--- src/rtl/regfile_wb_arbiter.sv ---
// -----------------------------------------------------------------------------
// regfile_wb_arbiter
//
// Purpose:
//   Shares the single register-file write port between two writeback
//   requesters: port A (ALU/execute result) and port B (load/memory result).
//   When both request in the same cycle, a round-robin pointer decides who
//   wins. The write to the register file is registered, so it appears one
//   cycle after the grant. Writes to x0 complete the handshake but never
//   assert wr_en. A saturating counter records contention cycles for debug.
//
// Ports:
//   CLK            system clock, rising edge
//   Reset          asynchronous active-high reset
//   hold           pipeline stall; blocks all grants while high
//   a_valid/a_rd/a_data/a_ready   port A request and combinational grant
//   b_valid/b_rd/b_data/b_ready   port B request and combinational grant
//   wr_en/wr_addr/wr_data         registered register-file write port
//   contention_cnt                cycles with both requesting (saturating)
// -----------------------------------------------------------------------------
module regfile_wb_arbiter #(
    parameter int DATA_W = 32,
    parameter int ADDR_W = 5,
    parameter int CNT_W  = 16
) (
    input  logic              CLK,
    input  logic              Reset,
    input  logic              hold,
    input  logic              a_valid,
    input  logic [ADDR_W-1:0] a_rd,
    input  logic [DATA_W-1:0] a_data,
    output logic              a_ready,
    input  logic              b_valid,
    input  logic [ADDR_W-1:0] b_rd,
    input  logic [DATA_W-1:0] b_data,
    output logic              b_ready,
    output logic              wr_en,
    output logic [ADDR_W-1:0] wr_addr,
    output logic [DATA_W-1:0] wr_data,
    output logic [CNT_W-1:0]  contention_cnt
);

    // Round-robin pointer: 0 means A wins a tie, 1 means B wins a tie.
    localparam logic PRIO_A = 1'b0;
    localparam logic PRIO_B = 1'b1;

    localparam logic [CNT_W-1:0] CNT_MAX = {CNT_W{1'b1}};

    logic prio;
    logic grant_a;
    logic grant_b;
    logic both_req;

    assign both_req = a_valid & b_valid & ~hold;

    // Grant decision; Reset is included so no handshake completes during reset.
    always_comb begin
        grant_a = 1'b0;
        grant_b = 1'b0;
        if (Reset || hold) begin
            grant_a = 1'b0;
            grant_b = 1'b0;
        end else if (a_valid && !b_valid) begin
            grant_a = 1'b1;
        end else if (b_valid && !a_valid) begin
            grant_b = 1'b1;
        end else if (a_valid && b_valid) begin
            if (prio == PRIO_B) begin
                grant_b = 1'b1;
            end else begin
                grant_a = 1'b1;
            end
        end else begin
            grant_a = 1'b0;
            grant_b = 1'b0;
        end
    end

    assign a_ready = grant_a;
    assign b_ready = grant_b;

    // Registered write port and round-robin pointer update.
    always_ff @(posedge CLK or posedge Reset) begin
        if (Reset) begin
            wr_en   <= 1'b0;
            wr_addr <= {ADDR_W{1'b0}};
            wr_data <= {DATA_W{1'b0}};
            prio    <= PRIO_A;
        end else if (grant_a) begin
            // An x0 destination is accepted but must not reach the file.
            wr_en   <= (a_rd != {ADDR_W{1'b0}});
            wr_addr <= a_rd;
            wr_data <= a_data;
            prio    <= PRIO_B;
        end else if (grant_b) begin
            wr_en   <= (b_rd != {ADDR_W{1'b0}});
            wr_addr <= b_rd;
            wr_data <= b_data;
            prio    <= PRIO_A;
        end else begin
            // Address and data hold so the last write stays observable.
            wr_en   <= 1'b0;
        end
    end

    // Saturating contention counter; stalled cycles are not counted.
    always_ff @(posedge CLK or posedge Reset) begin
        if (Reset) begin
            contention_cnt <= {CNT_W{1'b0}};
        end else if (both_req && (contention_cnt != CNT_MAX)) begin
            contention_cnt <= contention_cnt + {{(CNT_W-1){1'b0}}, 1'b1};
        end else begin
            contention_cnt <= contention_cnt;
        end
    end

endmodule
--- config.mk ---
export PLATFORM = sky130hd
export DESIGN_NAME = regfile_wb_arbiter
export DESIGN_NICKNAME = d
export VERILOG_FILES = /design/src/rtl/regfile_wb_arbiter.sv
export SDC_FILE = /design/constraint.sdc
export NUM_CORES = 1
export LEC_CHECK = 0
export CORE_MARGIN = 5
export CORE_UTILIZATION = 41
export CTS_BUF_LIST = sky130_fd_sc_hd__clkbuf_2 sky130_fd_sc_hd__clkbuf_4 sky130_fd_sc_hd__clkbuf_8
export CTS_CLUSTER_DIAMETER = 80
export DETAILED_ROUTE_END_ITERATION = 6
export PLACE_DENSITY_LB_ADDON = 0.08
export SETUP_SLACK_MARGIN = 0.2
export SYNTH_ARGS = -nofsm -noshare
export SYNTH_HDL_FRONTEND = slang
export SYNTH_SLANG_ARGS = --single-unit
--- constraint.sdc ---
create_clock -name CLK -period 2.75 [get_ports CLK]
set_clock_uncertainty 0.2 [all_clocks]
set_input_delay 0.825 -clock CLK [delete_from_list [all_inputs] [get_ports CLK]]
set_output_delay 0.825 -clock CLK [all_outputs]
set_load 0.01 [all_outputs]
**Word level (Yosys, flattened, before mapping)**

Cells that the tools add are included.

- $add $sub $neg: 1
- Equality and inequality tests: 1
- Multiplexer cells: 18
- Bitwise operators: 3
- Reduce and logical (&&, ||, !) cells: 10

Operator list:

| cell | number |
|---|---|
| $mux W32 | 2 |
| $add A16 B1 Y16 const B | 1 |
| $ne A16 B16 Y1 const B | 1 |
| $mux W1 | 14 |
| $mux W5 | 2 |
| $reduce_bool A5 Y1 | 2 |
| $logic_and A1 B1 Y1 | 4 |
| $and A1 B1 Y1 | 2 |
| $logic_not A1 Y1 | 2 |
| $reduce_bool A2 Y1 | 1 |
| $logic_or A1 B1 Y1 | 1 |
| $not A1 Y1 | 1 |

- Register bits: 55
- Bits of input ports: 79
- Output and inout port bits: 56
- Logic and storage cells: 38

**Longest topological paths before layout**

- Depth after elaboration: 7
- Depth in mapped cells: 5
- Mapped depth without buffers: 5

**Worst setup path before layout**

OpenSTA, ideal clock, no wires.

- Path kind: input to output
- Start point: in b_valid
- End point: out a_ready
- Arrival: 1.676 ns
- Required time: 1.725 ns
- Path slack: 0.049 ns
- Stages on the path: 5
- Buffers on the path: 2
- Cells stage by stage: nand2_1 > nand3_1 > clkbuf_1 > clkbuf_1 > inv_1

- Longest elaborated chain between the ends: 5
- Elaborated cells between the ends (all ways): 8
- Those cells by class: mux (4); reduce/logical (4)

RTL lines:

| item | RTL line | RTL |
|---|---|---|
| start, declared | 33 | `input logic b_valid,` |
| $logic_and A1 B1 Y1 | 67 | `end else if (a_valid && b_valid) begin` |
| $mux W1 | 67 |  |
| $mux W1 | 65 | `end else if (b_valid && !a_valid) begin` |
| $mux W1 (*) | 63 | `end else if (a_valid && !b_valid) begin` |
| $mux W1 (*) | 60 | `if (Reset \|\| hold) begin` |
| end, declared | 32 | `output logic a_ready,` |

Every way passes the cells marked *; elsewhere a longest branch is shown, timed or not.

**Worst setup path in the final report**

Same ends and word-level chain as after synthesis.

==> results.sh <==
export IMPL_route_detailed_drc=0
export IMPL_ys_seq_area_share_pct=51.9
export IMPL_clock_sinks=55
export IMPL_cp_required_ns=1.73
export IMPL_hp_class="input port to asynchronous set/reset pin"
export IMPL_timing_hold_ws_ns=0.303
export IMPL_async_reset_ff_share_pct=100
export IMPL_ys_types=33
export IMPL_maxSlewViolCount=0
export IMPL_cts_tree="done"
export IMPL_initial_utilization_pct=42.0
export IMPL_yosysTopAreaCell="dfrtp_1"
export IMPL_status="finished, final reports clean"
export IMPL_crit_path_cell_trace="dlygate4sd2_1 > nand2_1 > nand3_2 > inv_1 > buf_2"
export IMPL_portBuffers=134
export IMPL_synth_most_common_cell="dfrtp_1"
export IMPL_setup_viol=0
export IMPL_synthAdderAreaFrac_pct=0.472
export IMPL_synthMuxAreaShare_pct=16.7
export IMPL_worst_pin_slew_ns=0.710
export IMPL_syn_area_mm2=0.00265
export IMPL_synth_area_per_cell_um2=10.4
export IMPL_dp_hpwl_um=5610
export IMPL_yosys_top_cells_area="dfrtp_1, mux2i_1, a21oi_1, nor2_1, mux2_2"
export IMPL_antenna_cells=0
export IMPL_cts_htree_levels=2
export IMPL_fmax_ghz=0.407
export IMPL_rsz0062_at_grt="false"
export IMPL_cp_end_kind="output port"
export IMPL_clk_latency_ns=0.31
export IMPL_hold_viol=0
export IMPL_holdBufCountCts=0
export IMPL_ys_warn_count=0
export IMPL_pre_cts_ws_ns=-0.482
export IMPL_overflow=0
export IMPL_place_congestion=0.783
export IMPL_nets=477
export IMPL_final_period_utilization_pct=89.3
export IMPL_grt_pass1_wl_um=12000
export IMPL_timing_rr_start="contention_cnt[11]$_DFFE_PP0P_"
export IMPL_viasPerCell=5.00
export IMPL_route_vias_total=2376
export IMPL_synthSimpleGateAreaFrac_pct=17.2
export IMPL_synth_seq_cells=55
export IMPL_coreArea_mm2=0.00631
export IMPL_p_leak_nw=2.00
export IMPL_synth_top_family_by_area="simple AND/OR/NAND/NOR gates"
export IMPL_cp_max_fo=3
export IMPL_yosysTopAreaCellShare_pct=51.9
export IMPL_synth_compound_area_share_pct=8.40
export IMPL_die_w_um=90.4
export IMPL_synth_commonest_cells="dfrtp_1, nor2_1, a21oi_1, mux2i_1, nand3_1"
export IMPL_synthToLayoutAreaGrowth_pct=59.5
export IMPL_ys_flop_type="dfrtp_1"
export IMPL_row_count=29
export IMPL_finalPower_w=0.00246
export IMPL_synthXorXnorAreaFrac_pct=2.64
export IMPL_cts_made_buffers=5
export IMPL_antenna_found_initial=0
export IMPL_ir_worst_vdd_v=0.000377
export IMPL_cp_data_arrival_time_ns=1.43
export IMPL_drt_iter0_drc=49
export IMPL_dieArea_mm2=0.00818
export IMPL_clk_pin_slew_ns=0.09
export IMPL_mappedNetlistNets=335
export IMPL_slowest_delay_ns=0.27
export IMPL_cts_buffer_depth=2
export IMPL_min_period_ns=2.46
export IMPL_relSlewSlack_pct=52.7
export IMPL_drive_gt1_share_pct=11.1
export IMPL_detail_route_first_pass_iterations=4
export IMPL_cts_root_buffer="clkbuf_8"
export IMPL_critPathLaunch="b_valid"
export IMPL_layout_cells_non_filler=475
export IMPL_path_buf_inv=3
export IMPL_slowest_stage="dlygate4sd2_1"
export IMPL_cap_viol_max_count=0
export IMPL_syn_inst=255
export IMPL_critPathKind="input port to output port"
export IMPL_track_usage_pct=18.1
export IMPL_design_portCount=135
export IMPL_final_util_pct=67.0
export IMPL_synth_edff_count=0
export IMPL_worstSetupStartpointType="input port"
export IMPL_critical_path_top_delay_family="buffers and inverters"
export IMPL_fin_ws_ns=0.294
export IMPL_p_per_area_mw_per_mm2=581
export IMPL_fillCellCount=525
export IMPL_chipHeight_um=90.4
export IMPL_postRouteAntennaNets=0
export IMPL_avgRoutedWirePerCell_um=15.6
export IMPL_grt_max_degree=77
export IMPL_dp_cells=465
export IMPL_drt_total_wl_um=7390
export IMPL_grt_pass1_vias=2326
## worst register-to-register path, stage by stage, from the launching register on
cell	delay, ns
dfrtp_1	0.48
nand4_2	0.17
or4_4	0.60
nor2b_4	0.16
mux2_4	0.29
## per-layer routing
layer  up-vias  share of wire [%]  global-route usage [%]
li1       1175                  -                       -
met1      1111                 44                    23.1
met2        83                 49                    30.1
met3         7                6.0                    4.92
met4         0                1.3                    4.71
met5         -                  0                       0
## per-stage QoR
step,setup TNS [ns],instance area (um^2)
after floorplan,0,2670
after global placement,-1.97,4150
after detailed placement,-2.46,4150
after CTS,0,4230
after global routing,0,4230
final,0,4230
## flip-flops by register name (all words and copies together) (netlist names)
name and cells:
wr_data 32, wr_en 1, wr_addr 5, contention_cnt 16, prio 1
## worst paths after layout
| path | slack (ns) | to | depth (start not counted) |
|---|---|---|---|
| min in group CLK | 0.34 | prio$_DFFE_PP0P_ | 2 |
| max in group asynchronous | 1.44 | contention_cnt[7]$_DFFE_PP0P_ | 3 |
| setup / recovery | 0.29 | a_ready | 5 |
| hold / removal | 0.30 | contention_cnt[6]$_DFFE_PP0P_ | 2 |
| hold reg to reg | 0.34 | prio$_DFFE_PP0P_ | 2 |
| setup reg to reg | 0.75 | contention_cnt[1]$_DFFE_PP0P_ | 4 |
## logic make-up after synthesis
logic type / Yosys count
xor+xnor: 8
simple gates: 87
fa+ha+maj: 1
buf+inv: 18
flops: 55
compound gates: 43
mux: 43
## layout by cell type (no fill, tap or decap), types with 5 or more instances in the layout
master / count
a21oi_1: 37
mux2_2: 5
clkdlybuf4s50_1: 128
dfrtp_1: 55
nand3_1: 7
mux2i_1: 37
clkbuf_8: 5
nor2_1: 46
buf_4: 12
nand2_1: 8
xnor2_1: 6
## power by group
group / switching, W / internal [W] / leakage (nW)
Clock: 0.000266 / 0.000175 / 0.0477
Combinational: 0.000347 / 0.000559 / 1.30
Sequential: 0.000125 / 0.000988 / 0.654
## repair_timing
| item | CTS | global route |
|---|---|---|
| pin swaps | 1 | 1 |
| buffers inserted | 2 | 0 |
| cloned | 0 | 0 |
| resized for setup | 17 | 3 |
| endpoints found under the setup margin | 4 | 2 |
## final cells by class
cell class	count	area [um^2]	area share (%)
timing repair buffer	147	1440	33.9
sequential	55	1380	32.5
multi-input combinational	182	1220	28.7
tap	77	96.3	2.28
clock buffer	5	68.8	1.63
inverter	6	22.5	0.532
clock inverter	3	15.0	0.355
(Power assumes the default switching activity.)
